**config.mk**
```make
export PLATFORM = sky130hd
export DESIGN_NAME = serial_pattern_tx
export DESIGN_NICKNAME = d
export VERILOG_FILES = /design/src/rtl/serial_pattern_tx.sv
export SDC_FILE = /design/constraint.sdc
export NUM_CORES = 1
export LEC_CHECK = 0
export CAP_MARGIN = 20
export CORE_UTILIZATION = 40
export CTS_CLUSTER_DIAMETER = 50
export CTS_CLUSTER_SIZE = 12
export DETAILED_ROUTE_END_ITERATION = 8
export GPL_TIMING_DRIVEN = 1
export PLACE_DENSITY_LB_ADDON = 0.1
export REMOVE_ABC_BUFFERS = 1
export SLEW_MARGIN = 5
export SYNTH_ARGS = -nofsm -noshare
export SYNTH_HDL_FRONTEND = slang
export SYNTH_SLANG_ARGS = --single-unit
```
**constraint.sdc**
```tcl
create_clock -name CLK -period 3.43 [get_ports CLK]
set_input_delay 0.5145 -clock CLK [delete_from_list [all_inputs] [get_ports CLK]]
set_output_delay 0.5145 -clock CLK [all_outputs]
set_load 0.02 [all_outputs]
```
**src/rtl/serial_pattern_tx.sv**
```systemverilog
// serial_pattern_tx: sends the top min(Len, WIDTH) bits of Data MSB first, then pulses Done.
// Ports: CLK, RST (sync, active-high); Start/Data/Len request, accepted while Ready;
// Out1/Valid carry the serial bit stream; Done is a one-cycle pulse after the last bit.
module serial_pattern_tx #(
  parameter int WIDTH = 8,
  parameter int LENW  = 4
) (
  input  logic             CLK,
  input  logic             RST,
  input  logic             Start,
  input  logic [WIDTH-1:0] Data,
  input  logic [LENW-1:0]  Len,
  output logic             Ready,
  output logic             Out1,
  output logic             Valid,
  output logic             Done
);
  typedef enum logic [1:0] {IDLE = 2'd0, SHIFT = 2'd1, DONE = 2'd2} state_t;
  localparam logic [LENW-1:0] WMAX = LENW'(WIDTH);
  state_t           state_q, state_d;
  logic [WIDTH-1:0] shift_q, shift_d;
  logic [LENW-1:0]  cnt_q, cnt_d;
  always_ff @(posedge CLK) begin
    if (RST) begin
      state_q <= IDLE;
      shift_q <= '0;
      cnt_q   <= '0;
    end else begin
      state_q <= state_d;
      shift_q <= shift_d;
      cnt_q   <= cnt_d;
    end
  end
  always_comb begin
    state_d = IDLE;
    shift_d = shift_q;
    cnt_d   = cnt_q;
    case (state_q)
      IDLE: if (Start && Len != '0) begin
        state_d = SHIFT;
        shift_d = Data;
        cnt_d   = (Len > WMAX) ? WMAX : Len;
      end
      SHIFT: begin
        shift_d = {shift_q[WIDTH-2:0], 1'b0};
        cnt_d   = cnt_q - LENW'(1);
        state_d = (cnt_q == LENW'(1)) ? DONE : SHIFT;
      end
      default: state_d = IDLE;
    endcase
  end
  // Outputs decode only the state and shift registers, so no input reaches them combinationally.
  assign Ready = (state_q == IDLE);
  assign Valid = (state_q == SHIFT);
  assign Done  = (state_q == DONE);
  assign Out1  = Valid & shift_q[WIDTH-1];
endmodule

```
Yosys cells after proc, flatten, opt, wreduce, memory -nomap -nowiden

Index checks and enable logic that the tools add are counted.
Widths: inputs -> output; s select.

Word-level logic and storage cells: 23
Input bits: 15
Register bits after elaboration: 14

Eq/ne operators: 4
Bitwise operators: 1
Mux-type cells: 8
Add/sub/neg operators: 1
Reduce and logical (&&, ||, !) cells: 5
$lt $le $gt $ge: 1

Operators with widths:

| kind                | number |
|---|---|
| $pmux 8 s2          | 1 |
| $mux 4              | 2 |
| $mux 8              | 1 |
| $pmux 4 s2          | 1 |
| $eq 4x1->1 const B  | 1 |
| $gt 4x4->1 const B  | 1 |
| $pmux 2 s2          | 1 |
| $reduce_bool 4->1   | 1 |
| $sub 4x1->4 const B | 1 |
| $eq 2x1->1 const B  | 1 |
| $eq 2x2->1 const B  | 1 |
| $logic_not 2->1     | 1 |
| $mux 2              | 1 |
| $ne 2x1->1 const B  | 1 |
| $reduce_and 2->1    | 1 |
| $reduce_bool 2->1   | 1 |
| $and 1x1->1         | 1 |
| $logic_and 1x1->1   | 1 |
| $mux 1              | 1 |

Depth between registers and ports, before layout

Depth in word-level cells: 4
Depth in mapped cells: 5
Gate-level depth less buffers: 5

Least setup slack after synthesis

OpenSTA, ideal clock, no wires.

Kind: register -> output
From: reg state_q[0]
To: out Out1
Path buffers: 0
Cell stages (with the launch flop): 3
Path slack: 1,824 ps
Data required time: 2,915 ps
Data arrival time: 1,091 ps
Cells stage by stage: dfxtp_1 -> nor2b_1 -> and2_1

Cells in the longest elaborated chain, start to end: 2

Ends and longest elaborated chain:

| element                  | RTL line | RTL |
|---|---|---|
| start: declaration       | 20       | `state_t state_q, state_d;` |
| start signal: assignment | 29       | `state_q <= state_d;` |
| $eq 2x1->1               | 54       | `assign Valid = (state_q == SHIFT);` |
| via Valid                | 15       | `output logic Valid,` |
| $and 1x1->1              | 56       | `assign Out1 = Valid & shift_q[WIDTH-1];` |
| end: declaration         | 14       | `output logic Out1,` |

The timed path passes the listed nets, and every way through them passes these cells.

Worst setup path after layout

From: reg state_q[1]
To: out Done

Cells in the longest elaborated chain, start to end: 1

Ends and longest elaborated chain:

| element          | RTL line | RTL |
|---|---|---|
| $eq 2x2->1       | 55       | `assign Done = (state_q == DONE);` |
| end: declaration | 16       | `output logic Done` |

No other way between the ends.

==> impl_metrics.csv <==
group,metric,value,unit
yosys,ys_warn_count,0,
detailed_routing,finalWirelength,1640,um
detailed_routing,viasPerCell,5.48,
clocking,cts_tree,"done",
yosys,synth_flop_cell,"dfxtp_1",
placement,dpl.hpwl,1170,um
yosys,synth_seq_cells,14,
timing,finalSetupViolCount,0,
detailed_routing,vias,707,
timing,period_needed,2.28,ns
grt,grt_max_degree,22,
clocking,cts.hold.buffers_added,0,
clocking,numCtsBuffers,3,
clocking,postCtsSetupRepairBufs,0,
final_layout,fin_cells,129,
yosys,synth_top_family_by_area,"compound AO/OA/AOI/OAI gates",
yosys,synth_edf_count,0,
worst_setup_path,crit_arrival,1.77,ns
grt,grt_use_total,0.171,
yosys,syn_inst,85,
yosys,synthSimpleGateAreaFrac,0.176,
detailed_routing,wl_per_cell,12.7,um
grt,grt_pass1_wl,2630,um
worst_setup_path,path_class,"reg2out",
yosys,synth.area.mux_share,0.101,
clocking,htree_levels,1,
timing,rsz0062_at_grt,"false",
die,die_h,46.5,um
die,rows,15,
timing,clock_skew,0.00178,ns
yosys,avgSynthCellArea,9.30,um^2
placement,io_buffers,18,
yosys,synth_area,791,um^2
worst_setup_path,cp.required,2.92,ns
clocking,cts_sinks,14,
hold_path,hold_class,"reg2reg",
yosys,synth-xor-area-share,0,
final_layout,nets,122,
final_layout,fill_cells,158,
detailed_routing,ant_nets,0,
final_layout,syn2layout_area_growth,30.2,%
yosys,ys_seq_area_frac,0.354,
die,die_w,46.5,um
timing,max_freq,0.438,GHz
timing,period_share,0.665,
final_layout,fin_util,0.578,
die,io_pins,19,
power_and_ir_drop,p_leak,0.426,nW
placement,dp.cells,125,
power_and_ir_drop,vdd_drop_max,299,uV
clocking,postCtsResizedCells,0,
die,core,1780,um^2
flow_run,maxCapViolations,0,
grt,antenna_found_initial,0,
detailed_routing,first_pass_iters,4,
detailed_routing,drc_errors,0,
die,die_area,2160,um^2
clocking,clock-root-buffer,"clkbuf_4",
timing,slew-limit-headroom,0.715,
detailed_routing,first_iter_violations,24,
worst_setup_path,startpoint_type,"register",
yosys,ys_types,31,
clocking,path_clk_slew,0.08,ns
outcome,outcome,"finished clean",
timing,tightest_slew,0.422,ns
timing,drv_slew,0,
yosys,synthAdderAreaFrac,0.0316,
final_layout,final_layout_size_suffix_gt1_frac,0.144,
grt,overflow,0,
placement,gp_congestion,0.794,
die,initial_utilization,0.444,
timing,fin_tns_setup,0,ns
worst_setup_path,endpoint_kind,"output pin",
final_layout,antenna_cells,0,
clocking,clk_path_buf_depth,2,
yosys,synth_compound_area_frac,0.283,
yosys,postSynth.asyncResetShare,0,
worst_setup_path,crit_path_max_fanout,13,
power_and_ir_drop,power_density,410,nW/um^2
grt,grt_pass1_vias,603,
clocking,clk_latency,0.28,ns
timing,hold_viol_final,0,
==> power by group <==
group | leakage, nW | internal [mW] | switching [mW]
registers | 0.116 | 0.180 | 0.0113
logic | 0.290 | 0.0604 | 0.0527
clock network | 0.0210 | 0.0646 | 0.0534
==> critical path, cell delays in order, from the launching register on <==
cell and delay (ns):
dfxtp_1 0.46, inv_1 0.27, nor2_1 0.15, clkdlybuf4s50_1 0.61
==> Yosys cell counts, drive strengths merged, types with 2 or more instances <==
| cell | count | area, um^2 |
|---|---|---|
| dfxtp | 14 | 280 |
| mux2i | 8 | 80.1 |
| nand2 | 8 | 30.0 |
| o221a | 8 | 90.1 |
| inv | 7 | 26.3 |
| nor2 | 5 | 21.3 |
| nor2b | 4 | 25.0 |
| clkbuf | 3 | 11.3 |
| o21ai | 3 | 15.0 |
| a32o | 2 | 20.0 |
| and3b | 2 | 17.5 |
| ha | 2 | 25.0 |
| nand2b | 2 | 12.5 |
==> cell type report <==
cell class	instances	area (um^2)	share of cell area
inverter	7	26.3	0.0255
tap	25	31.3	0.0304
clock buffer	4	36.3	0.0352
timing repair buffer	19	188	0.182
sequential	14	280	0.272
multi-input combinational	60	468	0.454
==> placed cells by master, fill, tap and decap left out, types with 2 or more instances in the layout <==
cell / n
clkdlybuf4s50_1: 18
dfxtp_1: 14
mux2i_1: 8
nand2_1: 8
o221a_2: 8
inv_1: 7
nor2b_1: 4
nor2_1: 4
o21ai_0: 3
clkbuf_4: 3
and3b_1: 2
nand2b_1: 2
a32o_1: 2
ha_1: 2
==> routing by layer <==
layer  global-route usage  up-vias  routed length, um
li1                     -      364                  -
met2                0.267       13                757
met5                    0        -                  0
met4               0.0176        0                  0
met3               0.0706        0                 82
met1                0.226      330                802
==> cell families (layout without fill, tap and decap cells) <==
| group | after synthesis | after routing |
|---|---|---|
| adder cells (fa/ha/maj) | 2 | 2 |
| multiplexers | 8 | 8 |
| buffers and inverters | 11 | 30 |
| AND/OR/NAND/NOR | 26 | 26 |
| AO/OA/AOI/OAI | 24 | 24 |
| flip-flops | 14 | 14 |
==> per-stage QoR <==
stage	setup WS [ns]	hold WS [ns]	instance area [um^2]	power [mW]
after global placement	1.36	0.481	993	0.306
after CTS	1.15	0.511	1030	0.426
after detailed placement	1.36	0.490	993	0.308
final	1.15	0.502	1030	0.422
after global routing	1.08	0.522	1030	0.448
after floorplan	1.34	0.469	774	0.266
==> worst paths after layout <==
check                           depth (start not counted)       start         end  slack, ns
worst max-delay path                                    3  state_q[1]        Done       1.15
worst min-delay path                                    1  shift_q[0]  shift_q[0]       0.50
worst max register to register                          3  state_q[1]  shift_q[0]       2.03
worst min register to register                          1  shift_q[0]  shift_q[0]       0.50
==> sequential cells by signal, indices dropped and copies added (netlist names) <==
signal,count
shift_q,8
cnt_q,4
state_q,2
(Power assumes the default switching activity.)
